`src/rtl/ps2_zx_keyboard.sv`:
```
// PS/2 set-2 keyboard front end for the Spectrum core.
// Deserialises PS/2 frames, tracks E0/F0 prefixes, maintains the 8x5 ZX key
// matrix (base + composite register sets) plus F1..F11 and Alt/Ctrl/L-GUI.
// Optional feature macro: ZXKBD_CURSOR_EN (E0 arrow keys -> CS+5/6/7/8).
`timescale 1ns/1ps
module ps2_zx_keyboard #(
  parameter int FILTER_LEN  = 8,
  parameter int TIMEOUT_CYC = 65536
) (
  input  logic        clk_sys,
  input  logic        reset,
  input  logic        ps2_kbd_clk,
  input  logic        ps2_kbd_data,
  input  logic [15:0] addr,
  output logic [4:0]  key_data,
  output logic [11:1] Fn,
  output logic [2:0]  mod
);
  localparam int FCW = (FILTER_LEN > 1) ? $clog2(FILTER_LEN) : 1;
  localparam int TCW = (TIMEOUT_CYC > 1) ? $clog2(TIMEOUT_CYC) : 1;
  localparam logic [FCW-1:0] FLT_MAX = FCW'(FILTER_LEN - 1);
  localparam logic [TCW-1:0] TO_MAX  = TCW'(TIMEOUT_CYC - 1);

  typedef enum logic [1:0] {S_IDLE, S_DATA, S_PAR, S_STOP} rx_st_t;

  logic [1:0]     clk_sync_q, dat_sync_q;
  logic           clk_filt_q, dat_filt_q, clk_prev_q;
  logic [FCW-1:0] clk_cnt_q, dat_cnt_q;
  rx_st_t         rx_st_q;
  logic [2:0]     bit_cnt_q;
  logic [7:0]     shift_q, byte_q;
  logic           par_q, byte_stb_q;
  logic [TCW-1:0] to_cnt_q;
  logic           ext_q, rel_q;
  logic [39:0]    matrix_q, matrix_d, comp_q, comp_d, base_m, comp_m, eff;
  logic [11:1]    fn_q, fn_d, fn_m;
  logic [2:0]     mod_q, mod_d, mod_m;
  logic           fall;

  // Two-flop synchronisers for the asynchronous PS/2 lines (idle high)
  always_ff @(posedge clk_sys) begin
    if (reset) begin
      clk_sync_q <= 2'b11;
      dat_sync_q <= 2'b11;
    end else begin
      clk_sync_q <= {clk_sync_q[0], ps2_kbd_clk};
      dat_sync_q <= {dat_sync_q[0], ps2_kbd_data};
    end
  end

  // Stability filters: a new level is accepted only after FILTER_LEN steady cycles
  always_ff @(posedge clk_sys) begin
    if (reset) begin
      clk_filt_q <= 1'b1; dat_filt_q <= 1'b1; clk_prev_q <= 1'b1;
      clk_cnt_q  <= '0;   dat_cnt_q  <= '0;
    end else begin
      clk_prev_q <= clk_filt_q;
      if (clk_sync_q[1] == clk_filt_q) clk_cnt_q <= '0;
      else if (clk_cnt_q == FLT_MAX) begin clk_filt_q <= clk_sync_q[1]; clk_cnt_q <= '0; end
      else clk_cnt_q <= clk_cnt_q + 1'b1;
      if (dat_sync_q[1] == dat_filt_q) dat_cnt_q <= '0;
      else if (dat_cnt_q == FLT_MAX) begin dat_filt_q <= dat_sync_q[1]; dat_cnt_q <= '0; end
      else dat_cnt_q <= dat_cnt_q + 1'b1;
    end
  end

  assign fall = clk_prev_q & ~clk_filt_q;

  // Frame receiver: start, 8 data LSB first, odd parity, stop; aborts on timeout
  always_ff @(posedge clk_sys) begin
    if (reset) begin
      rx_st_q <= S_IDLE; bit_cnt_q <= '0; shift_q <= '0; par_q <= 1'b0;
      to_cnt_q <= '0; byte_stb_q <= 1'b0; byte_q <= '0;
    end else begin
      byte_stb_q <= 1'b0;
      if (fall || rx_st_q == S_IDLE) to_cnt_q <= '0;
      else                           to_cnt_q <= to_cnt_q + 1'b1;
      if (fall) begin
        case (rx_st_q)
          S_IDLE: if (!dat_filt_q) begin rx_st_q <= S_DATA; bit_cnt_q <= '0; end
          S_DATA: begin
            shift_q   <= {dat_filt_q, shift_q[7:1]};
            bit_cnt_q <= bit_cnt_q + 1'b1;
            if (bit_cnt_q == 3'd7) rx_st_q <= S_PAR;
          end
          S_PAR: begin par_q <= dat_filt_q; rx_st_q <= S_STOP; end
          default: begin
            if (dat_filt_q && (^{shift_q, par_q})) begin
              byte_stb_q <= 1'b1;
              byte_q     <= shift_q;
            end
            rx_st_q <= S_IDLE;
          end
        endcase
      end else if (rx_st_q != S_IDLE && to_cnt_q == TO_MAX) begin
        rx_st_q <= S_IDLE;
      end
    end
  end

  // Scan-code decode into one-hot masks (matrix index = row*5 + bit)
  always_comb begin
    base_m = '0; comp_m = '0; fn_m = '0; mod_m = '0;
    if (!ext_q) begin
      case (byte_q)
        8'h12: base_m[0]  = 1'b1; 8'h1A: base_m[1]  = 1'b1; 8'h22: base_m[2]  = 1'b1;
        8'h21: base_m[3]  = 1'b1; 8'h2A: base_m[4]  = 1'b1;
        8'h1C: base_m[5]  = 1'b1; 8'h1B: base_m[6]  = 1'b1; 8'h23: base_m[7]  = 1'b1;
        8'h2B: base_m[8]  = 1'b1; 8'h34: base_m[9]  = 1'b1;
        8'h15: base_m[10] = 1'b1; 8'h1D: base_m[11] = 1'b1; 8'h24: base_m[12] = 1'b1;
        8'h2D: base_m[13] = 1'b1; 8'h2C: base_m[14] = 1'b1;
        8'h16: base_m[15] = 1'b1; 8'h1E: base_m[16] = 1'b1; 8'h26: base_m[17] = 1'b1;
        8'h25: base_m[18] = 1'b1; 8'h2E: base_m[19] = 1'b1;
        8'h45: base_m[20] = 1'b1; 8'h46: base_m[21] = 1'b1; 8'h3E: base_m[22] = 1'b1;
        8'h3D: base_m[23] = 1'b1; 8'h36: base_m[24] = 1'b1;
        8'h4D: base_m[25] = 1'b1; 8'h44: base_m[26] = 1'b1; 8'h43: base_m[27] = 1'b1;
        8'h3C: base_m[28] = 1'b1; 8'h35: base_m[29] = 1'b1;
        8'h5A: base_m[30] = 1'b1; 8'h4B: base_m[31] = 1'b1; 8'h42: base_m[32] = 1'b1;
        8'h3B: base_m[33] = 1'b1; 8'h33: base_m[34] = 1'b1;
        8'h29: base_m[35] = 1'b1; 8'h59: base_m[36] = 1'b1; 8'h3A: base_m[37] = 1'b1;
        8'h31: base_m[38] = 1'b1; 8'h32: base_m[39] = 1'b1;
        8'h66: begin comp_m[0]  = 1'b1; comp_m[20] = 1'b1; end
        8'h76: begin comp_m[0]  = 1'b1; comp_m[35] = 1'b1; end
        8'h41: begin comp_m[36] = 1'b1; comp_m[38] = 1'b1; end
        8'h49: begin comp_m[36] = 1'b1; comp_m[37] = 1'b1; end
        8'h05: fn_m[1]  = 1'b1; 8'h06: fn_m[2]  = 1'b1; 8'h04: fn_m[3]  = 1'b1;
        8'h0C: fn_m[4]  = 1'b1; 8'h03: fn_m[5]  = 1'b1; 8'h0B: fn_m[6]  = 1'b1;
        8'h83: fn_m[7]  = 1'b1; 8'h0A: fn_m[8]  = 1'b1; 8'h01: fn_m[9]  = 1'b1;
        8'h09: fn_m[10] = 1'b1; 8'h78: fn_m[11] = 1'b1;
        default: ;
      endcase
    end else begin
      case (byte_q)
        8'h1F: mod_m[2] = 1'b1;
`ifdef ZXKBD_CURSOR_EN
        8'h6B: begin comp_m[0] = 1'b1; comp_m[19] = 1'b1; end
        8'h72: begin comp_m[0] = 1'b1; comp_m[24] = 1'b1; end
        8'h75: begin comp_m[0] = 1'b1; comp_m[23] = 1'b1; end
        8'h74: begin comp_m[0] = 1'b1; comp_m[22] = 1'b1; end
`else
`endif
        default: ;
      endcase
    end
    // Alt and Ctrl act the same with or without the E0 prefix
    if (byte_q == 8'h11) mod_m[0] = 1'b1;
    if (byte_q == 8'h14) mod_m[1] = 1'b1;
  end

  // Apply press (set) or release (clear); typematic repeats are idempotent
  always_comb begin
    matrix_d = rel_q ? (matrix_q & ~base_m) : (matrix_q | base_m);
    comp_d   = rel_q ? (comp_q   & ~comp_m) : (comp_q   | comp_m);
    fn_d     = rel_q ? (fn_q     & ~fn_m)   : (fn_q     | fn_m);
    mod_d    = rel_q ? (mod_q    & ~mod_m)  : (mod_q    | mod_m);
  end

  // Decoder state: prefix flags, then key update one cycle after the byte strobe
  always_ff @(posedge clk_sys) begin
    if (reset) begin
      ext_q <= 1'b0; rel_q <= 1'b0;
      matrix_q <= '0; comp_q <= '0; fn_q <= '0; mod_q <= '0;
    end else if (byte_stb_q) begin
      if (byte_q == 8'hE0)      ext_q <= 1'b1;
      else if (byte_q == 8'hF0) rel_q <= 1'b1;
      else begin
        ext_q <= 1'b0; rel_q <= 1'b0;
        matrix_q <= matrix_d; comp_q <= comp_d; fn_q <= fn_d; mod_q <= mod_d;
      end
    end
  end

  // ULA read: OR of selected half-rows, active low, combinational from the registers
  always_comb begin
    eff = matrix_q | comp_q;
    key_data = 5'h1F;
    for (int b = 0; b < 5; b++) begin
      for (int r = 0; r < 8; r++) begin
        if (eff[r*5+b] && !addr[8+r]) key_data[b] = 1'b0;
      end
    end
  end

  assign Fn  = fn_q;
  assign mod = mod_q;
endmodule

```
`config.mk`:
```
export PLATFORM = sky130hd
export DESIGN_NAME = ps2_zx_keyboard
export DESIGN_NICKNAME = d
export VERILOG_FILES = /design/src/rtl/ps2_zx_keyboard.sv
export SDC_FILE = /design/constraint.sdc
export NUM_CORES = 1
export LEC_CHECK = 0
export ABC_CLOCK_PERIOD_IN_PS = 2100
export BUFFER_PORTS_ARGS = -buffer_cell sky130_fd_sc_hd__buf_2
export CORE_MARGIN = 2
export CORE_UTILIZATION = 57
export DETAILED_ROUTE_END_ITERATION = 8
export PLACE_DENSITY = 0.81
export RECOVER_POWER = 100
export SLEW_MARGIN = 20
export SYNTH_ARGS = -nofsm -noshare
export SYNTH_HDL_FRONTEND = slang
export SYNTH_SLANG_ARGS = --single-unit
```
`constraint.sdc`:
```
create_clock -name clk_sys -period 2.1 [get_ports clk_sys]
set_input_delay 0.42 -clock clk_sys [delete_from_list [all_inputs] [get_ports clk_sys]]
set_output_delay 0.42 -clock clk_sys [all_outputs]
set_load 0.02 [all_outputs]
```
**Word level (Yosys, flattened, before mapping)**

Index checks and enable logic that the tools add are counted.

- Memories kept: 0
- Output and inout bits: 19
- Bits in registers: 148
- Latch bits: 0
- Bits of input ports: 20
- Logic and storage cells: 311
- Memory bits (read-only): 0
- Bits in writable memories: 0

- Order comparisons: 0
- Add/subtract/negate cells: 4
- $mul: 0
- Div/mod/pow operators: 0
- Multiplexer cells: 121
- Reductions and logical operators: 73
- Shifts and indexed selects: 0
- Equality and inequality tests: 72
- Bitwise operators: 21

Operators by type and width:

| operator | count |
|---|---|
| 8-bit by 6-bit equality test with 1-bit output (second input constant) | 23 |
| 40-bit two-way mux | 3 |
| 8-bit by 7-bit equality test with 1-bit output (second input constant) | 14 |
| 1-bit two-way mux | 107 |
| 8-bit by 5-bit equality test with 1-bit output (second input constant) | 11 |
| 40-bit AND | 2 |
| 40-bit OR | 2 |
| 1-bit logical AND | 42 |
| 39-bit NOT with 40-bit output | 1 |
| 40-bit NOT | 1 |
| 40-bit by 39-bit OR with 40-bit output | 1 |
| 8-bit by 4-bit equality test with 1-bit output (second input constant) | 4 |
| 8-bit by 3-bit equality test with 1-bit output (second input constant) | 3 |
| 8-bit equality test (second input constant) | 3 |
| 11-bit two-way mux | 2 |
| 16-bit by 1-bit adder with 16-bit output (second input constant) | 1 |
| 16-bit equality test (second input constant) | 1 |
| 2-bit AND reduction | 6 |
| 3-bit AND reduction | 4 |
| 11-bit AND | 1 |
| 11-bit NOT | 1 |
| 11-bit OR | 1 |
| 3-bit by 1-bit adder with 3-bit output (second input constant) | 3 |
| 3-bit equality test (second input constant) | 3 |
| other kinds (25) | 51 |

**Logic depth before layout (Yosys ltp)**

Gate-level depths: netlist of run 1.

- Word-level depth: 10
- Depth in mapped cells: 8
- Mapped depth without buffers: 6

**Worst setup path before layout of run 1**

No wires, ideal clock.

- Path type: input to output
- From: input addr[13]
- To: output key_data[0]
- Stages on the path: 3
- Arrival: 1.329 ns
- Required time: 1.680 ns
- Buffers on the path: 0
- Path slack: 0.351 ns
- Cell sequence: nand2b_1 -> o221ai_1 -> nor4_1

- Word-level cells in the longest chain between the ends: 5

Ends and longest elaborated chain:

| element | RTL line | text |
|---|---|---|
| from (decl) | 14 | `input logic [15:0] addr,` |
| 1-bit logical NOT | 179 | `if (eff[r*5+b] && !addr[8+r]) key_data[b] = 1'b0;` |
| 1-bit logical AND | 179 |  |
| 1-bit two-way mux (3 in a row) | 179 |  |
| to (decl) | 15 | `output logic [4:0] key_data,` |

No other way between the ends.

==> impl_metrics.py, run 1 <==
metrics = {
    "place": {
        "placed_area_um2": 5483,
        "dp_hpwl_mm": 7.491,
        "port_buffers": 30,
        "dp.cells": 673,
        "gp_congestion": 0.9017,
        "pre_cts_ws_ps": 284.3,
    },
    "route": {
        "first_iter_violations": 251,
        "drc": 0,
        "antenna_left": 0,
        "firstDrtPassIters": 6,
        "viasPerCell": 6.102,
        "wl_mm": 11.60,
        "vias": 4302,
        "wl_per_cell_um": 16.45,
    },
    "yosys": {
        "ys_seq_area_share_pct": 43.35,
        "syn_area_per_cell_um2": 9.402,
        "synth_xor_area_share_pct": 3.565,
        "synth_area_um2": 5265,
        "ys.flop_type": "dfxtp_1",
        "synth_top_family_by_area": "simple AND/OR/NAND/NOR gates",
        "synth_area_leader_cell": "dfxtp_1",
        "syn_nets": 591,
        "synth_top_area_share_pct": 43.35,
        "synth-edff-count": 0,
        "syn_inst": 560,
        "synth_compound_area_share_pct": 15.99,
        "yosys-top-cells-area": "dfxtp_1 43%, mux2i_1 6.5%, a311oi_1 6.0%, a21oi_1 4.5%, nor2_1 4.0%",
        "ys_types": 54,
        "ys_ff_latch": 114,
        "synthSimpleGateAreaFrac_pct": 21.72,
        "synth.area.mux_share_pct": 6.892,
        "synthAdderAreaFrac_pct": 2.614,
        "ys_async_sr_fraction_pct": 0,
        "yosysWarnings": 0,
    },
    "worst_setup_path": {
        "endpoint_kind": "primary output",
        "crit_required_ps": 1680,
        "rrSetupSlack_ps": 170,
        "critical_path_peak_fanout": 2,
        "crit_path_cell_trace": "inv_1 -> o22ai_1 -> a221oi_1 -> o211a_1 -> clkbuf_2",
        "r2r_start": "byte_q[1]",
        "ff2ff_path_depth": 5,
        "arrival_ps": 1620,
        "crit_type": "reg2out",
        "max_stage_delay_ps": 310,
        "worstSetupStartpointType": "flop",
        "slowest_stage": "dfxtp_1",
    },
    "sta": {
        "finalWorstSetupSlack_ps": 61.95,
        "worst_slew_pin_slew_ps": 1803,
        "setup_viol": 0,
        "final-max-slew-violation-count": 100,
        "tns_ps": 0,
        "rsz0062_at_grt": "false",
        "hold_violations": 0,
        "fin_skew_ps": 7.457,
        "max_freq_ghz": 0.4907,
        "slew_headroom_pct": -20.20,
        "period_share_pct": 97.05,
        "min_period_ps": 2038,
        "whs_ps": 88.32,
    },
    "power_and_ir_drop": {
        "p_per_area_nw_per_um2": 847.8,
        "leakagePower_nw": 2.228,
        "finalPower_mw": 5.124,
        "ir_worst_vdd_uv": 480.1,
    },
    "floorplan": {
        "die_w_um": 100.1,
        "initial_core_util_pct": 57.80,
        "die_area_um2": 10020,
        "fp.dieH_um": 100.1,
        "coreArea_um2": 9109,
        "ios": 39,
        "num_rows": 35,
    },
    "status": {
        "violations": "max-capacitance violations, max-slew violations",
        "status": "complete, but fails checks",
    },
    "clock_tree": {
        "cts-buffers-inserted": 17,
        "clockRootBuffer": "clkbuf_8",
        "cts_tree": "done",
        "cts.path.max_buffers": 2,
        "cts.htree.levels": 4,
        "post_cts_buffers": 0,
        "clkSinkCount": 114,
        "cts.clk_slew.worst_paths_ps": 60,
        "insertion_delay_ps": 520,
    },
    "final_layout": {
        "area_growth_pct": 14.81,
        "nFillCells": 739,
        "layout-drive-gt1-share_pct": 13.30,
        "multiInputGateArea_um2": 2679,
        "regArea_um2": 2282,
        "finalNonFillerCells": 705,
        "fin_util_pct": 66.36,
        "nets": 612,
        "num_antenna_cells": 0,
        "fin_area_um2": 6045,
    },
    "min_path": {
        "min_path_cells": 2,
        "hold_end": "clk_sync_q[0]",
        "hold_class": "in2reg",
        "hold_start": "ps2_kbd_clk",
    },
    "global_route": {
        "grt_antenna_before_repair": 0,
        "grt_pass1_vias": 4148,
        "grt-ovfl-total": 0,
        "grt_pass1_wl_mm": 19.57,
        "grt_max_degree": 100,
        "track_usage_pct": 24.66,
    },
    "flow_run": {
        "max-cap-violations": 1,
    },
}
==> worst max path at each step <==
stage	start	to	slack, ps
final	flop	key_data[2]	60
after global routing	flop	key_data[2]	6
after CTS	flop	key_data[2]	60
after detailed placement	shift_q[0]	byte_q[1]	280
after global placement	byte_q[5]	flop	300
after floorplan	addr[13]	key_data[0]	350
==> worst max-delay path, delay by kind of cell (launching register included) <==
family | cells | cell delay, ps
AO/OA/AOI/OAI | 3 | 580
flip-flops | 1 | 310
buffers and inverters | 2 | 220
==> cells by family after synthesis <==
family | Yosys count
XOR/XNOR | 18
AO/OA/AOI/OAI | 122
flip-flops | 114
buffers and inverters | 70
adder cells (fa/ha/maj) | 11
multiplexers | 35
AND/OR/NAND/NOR | 190
==> layer usage <==
layer | vias up | GRT usage [%] | share of wire, %
met1 | 2007 | 28.80 | 41
met4 | 0 | 13.59 | 3.5
met2 | 162 | 41.68 | 50
li1 | 2101 | - | -
met3 | 32 | 5.989 | 5.7
met5 | - | 0 | 0
==> report_power, final <==
part           switching (mW)  internal [mW]
logic                  0.0478         0.0202
clock network            1.02           1.87
registers             0.00200           2.17
==> synthesized netlist by cell type (4+ instances only) <==
master	count
dfxtp_1	114
nor2_1	56
a21oi_1	47
a311oi_1	36
mux2i_1	34
clkbuf_1	25
inv_1	24
nand2b_1	19
nand3_1	18
nand4_1	13
buf_2	12
ha_1	11
nand2_1	9
xor2_1	9
and2_1	7
and3_1	7
nor2b_1	7
o21ai_0	7
or3_1	7
xnor2_1	7
a22oi_1	6
buf_4	6
or2_2	6
a211oi_1	5
nor4_1	5
o22ai_1	5
and4_1	4
nand4b_1	4
nor4b_1	4
==> placed cells by master (no fill, tap or decap), types with 9 or more instances in the layout <==
master / instances
a311oi_1: 36
nand4_1: 13
mux2i_1: 34
buf_2: 12
buf_4: 13
xor2_1: 9
clkbuf_16: 16
nor2_1: 56
inv_1: 24
nand3_1: 18
ha_1: 11
nand2_1: 9
dfxtp_1: 114
clkbuf_1: 17
nand2b_1: 19
a21oi_1: 47
==> final cells by class <==
class | count | area share, %
Timing Repair Buffer | 48 | 4.181
Multi-Input combinational cell | 376 | 44.32
Clock buffer | 20 | 7.369
Tap cell | 111 | 2.298
Sequential cell | 114 | 37.76
Inverter | 24 | 1.490
Clock inverter | 12 | 2.587
==> what timing repair did <==
action                                  CTS  global route
resized for setup                         1             0
hold buffers                              0             0
endpoints found under the setup margin    1             0
Power figures use the tool's default switching activity.
==> run 2, diff against run 1 <==
--- a/config.mk
+++ b/config.mk
@@ -8,9 +8,9 @@
 export ABC_CLOCK_PERIOD_IN_PS = 2100
 export BUFFER_PORTS_ARGS = -buffer_cell sky130_fd_sc_hd__buf_2
 export CORE_MARGIN = 2
-export CORE_UTILIZATION = 57
+export CORE_UTILIZATION = 55
 export DETAILED_ROUTE_END_ITERATION = 8
-export PLACE_DENSITY = 0.81
+export PLACE_DENSITY = 0.79
 export RECOVER_POWER = 100
 export SLEW_MARGIN = 20
 export SYNTH_ARGS = -nofsm -noshare
==> run 2 against run 1 <==
The flow now finishes without violations. Power hardly changed. Clock power barely moved. Setup slack worse by 9.4 ps. Hold slack worse by 7.2 ps. Core utilization fell by 1.1 points. Largest cell class unchanged.
==> impl_metrics.py, run 2 (synthesized netlist as in run 1, its figures left out) <==
metrics = {
    "final_layout": {
        "mostFrequentLayoutCell": "dfxtp_1",
        "nets": 613,
        "regArea_um2": 2282,
        "nFillCells": 777,
        "num_antenna_cells": 0,
        "layout-drive-gt1-share_pct": 12.96,
        "mostFrequentLayoutCells": "114 x dfxtp_1, 56 x nor2_1, 47 x a21oi_1, 36 x a311oi_1, 34 x mux2i_1",
        "finalNonFillerCells": 723,
        "multiInputGateArea_um2": 2671,
        "area_growth_pct": 15.00,
    },
    "place": {
        "dp_hpwl_mm": 7.802,
        "gp_congestion": 0.8568,
        "port_buffers": 30,
        "dp.cells": 692,
    },
    "power_and_ir_drop": {
        "intPower_mw": 4.052,
        "p_clk_share_pct": 56.3,
        "p_per_area_nw_per_um2": 846.9,
        "p_switching_mw": 1.076,
        "finalPower_mw": 5.128,
        "leakagePower_nw": 2.222,
        "swShare_pct": 20.98,
        "ir_worst_vdd_uv": 476.3,
        "pwr-share-comb_pct": 1.3,
        "p_seq_share_pct": 42.3,
    },
    "clock_tree": {
        "ctsResizeCount": 0,
        "cts-buffers-inserted": 17,
        "insertion_delay_ps": 520,
        "post_cts_buffers": 0,
        "clkSinkCount": 114,
        "cts_hold_buf": 0,
        "cts.htree.levels": 4,
        "cts.clk_slew.worst_paths_ps": 60,
        "cts_tree": "done",
        "clockRootBuffer": "clkbuf_8",
        "cts.path.max_buffers": 2,
    },
    "min_path": {
        "min_path_cells": 2,
        "hold_end": "dat_sync_q[0]",
        "hold_start": "ps2_kbd_data",
        "hold_class": "in2reg",
    },
    "sta": {
        "rsz0062_at_grt": "true",
        "period_share_pct": 97.50,
        "min_period_ps": 2047,
        "max_freq_ghz": 0.4884,
        "hold_violations": 0,
        "setup_viol": 0,
        "final-max-slew-violation-count": 0,
        "fin_skew_ps": 10.89,
        "worst_slew_pin_slew_ps": 917.2,
        "slew_headroom_pct": 38.85,
    },
    "worst_setup_path": {
        "critical_path_peak_fanout": 2,
        "slowest_stage": "a222oi_1",
        "rrSetupSlack_ps": 200,
        "crit_required_ps": 1680,
        "arrival_ps": 1630,
        "r2r_start": "byte_stb_q",
        "endpoint_kind": "primary output",
        "crit_family": "compound AO/OA/AOI/OAI gates",
        "ff2ff_path_depth": 6,
        "crit_type": "reg2out",
        "worstSetupStartpointType": "flop",
        "crit_path_cell_trace": "a222oi_1 -> o211a_1 -> clkbuf_2",
        "critPathBufInv": 1,
        "max_stage_delay_ps": 400,
    },
    "route": {
        "antenna_left": 0,
        "wl_per_cell_um": 16.48,
        "first_iter_violations": 219,
        "met3_length_um": 592,
        "top_layer_used": "met4",
        "wl_met1_mm": 5.011,
        "vias": 4243,
        "route.met2.wl_mm": 5.929,
        "firstDrtPassIters": 5,
        "wl_mm": 11.91,
        "drc": 0,
        "viasPerCell": 5.869,
    },
    "flow_run": {
        "max-cap-violations": 0,
    },
    "floorplan": {
        "num_rows": 35,
        "fp.dieH_um": 101.8,
        "coreArea_um2": 9284,
        "initial_core_util_pct": 56.71,
        "die_w_um": 101.8,
        "die_area_um2": 10370,
        "ios": 39,
    },
    "global_route": {
        "grt_max_degree": 91,
        "grt_pass1_wl_mm": 19.84,
        "grt_antenna_before_repair": 0,
        "grt-ovfl-total": 0,
        "grt_pass1_vias": 4108,
        "track_usage_pct": 24.19,
    },
    "status": {
        "status": "finished clean",
    },
}
## run 2: worst max path at each step
stage                from          end  slack, ps  depth (start not counted)
2_1_floorplan    addr[13]  key_data[0]        350                          3
3_3_place_gp      addr[9]  key_data[3]        320                          5
3_5_place_dp   shift_q[0]    byte_q[2]        250                          4
4_1_cts              flop  key_data[0]          6                          4
5_1_grt              flop  key_data[2]         -2                          3
6_report             flop  key_data[3]         50                          3
## run 2: area by class of cell
type                       count  share of cell area, %
tap                          129                  2.666
multi-input combinational    376                  44.12
clock inverter                12                  2.583
clock buffer                  19                  7.295
inverter                      24                  1.488
sequential                   114                  37.69
timing repair buffer          49                  4.154
## run 2: metal layers
layer,GRT usage (%),up-vias
met5,0,-
met4,10.56,0
met3,5.882,32
met2,41.09,133
met1,29.22,1982
li1,-,2096
## run 2: power groups by stage
stage	clock network (mW)	logic, mW	registers [mW]
after floorplan	0	0.0415	2.22
after global placement	0	0.0686	2.22
after detailed placement	0	0.0705	2.22
after CTS	2.91	0.0714	2.17
after global routing	3.03	0.0756	2.17
final	2.89	0.0692	2.17
## run 2: through the flow
| stage | worst slack [ps] | instance area, um^2 | TNS, ps | hold slack [ps] | utilization, % |
|---|---|---|---|---|---|
| after detailed placement | 250.0 | 5513 | 0 | 393.8 | 59.38 |
| after global routing | -2.340 | 6055 | -2.340 | 68.55 | 65.22 |
| after global placement | 317.8 | 5513 | 0 | 398.2 | 59.38 |
| after CTS | 5.787 | 6111 | 0 | 67.44 | 65.82 |
| after floorplan | 351.3 | 5265 | 0 | 389.5 | - |
| final | 52.52 | 6055 | 0 | 81.13 | 65.22 |
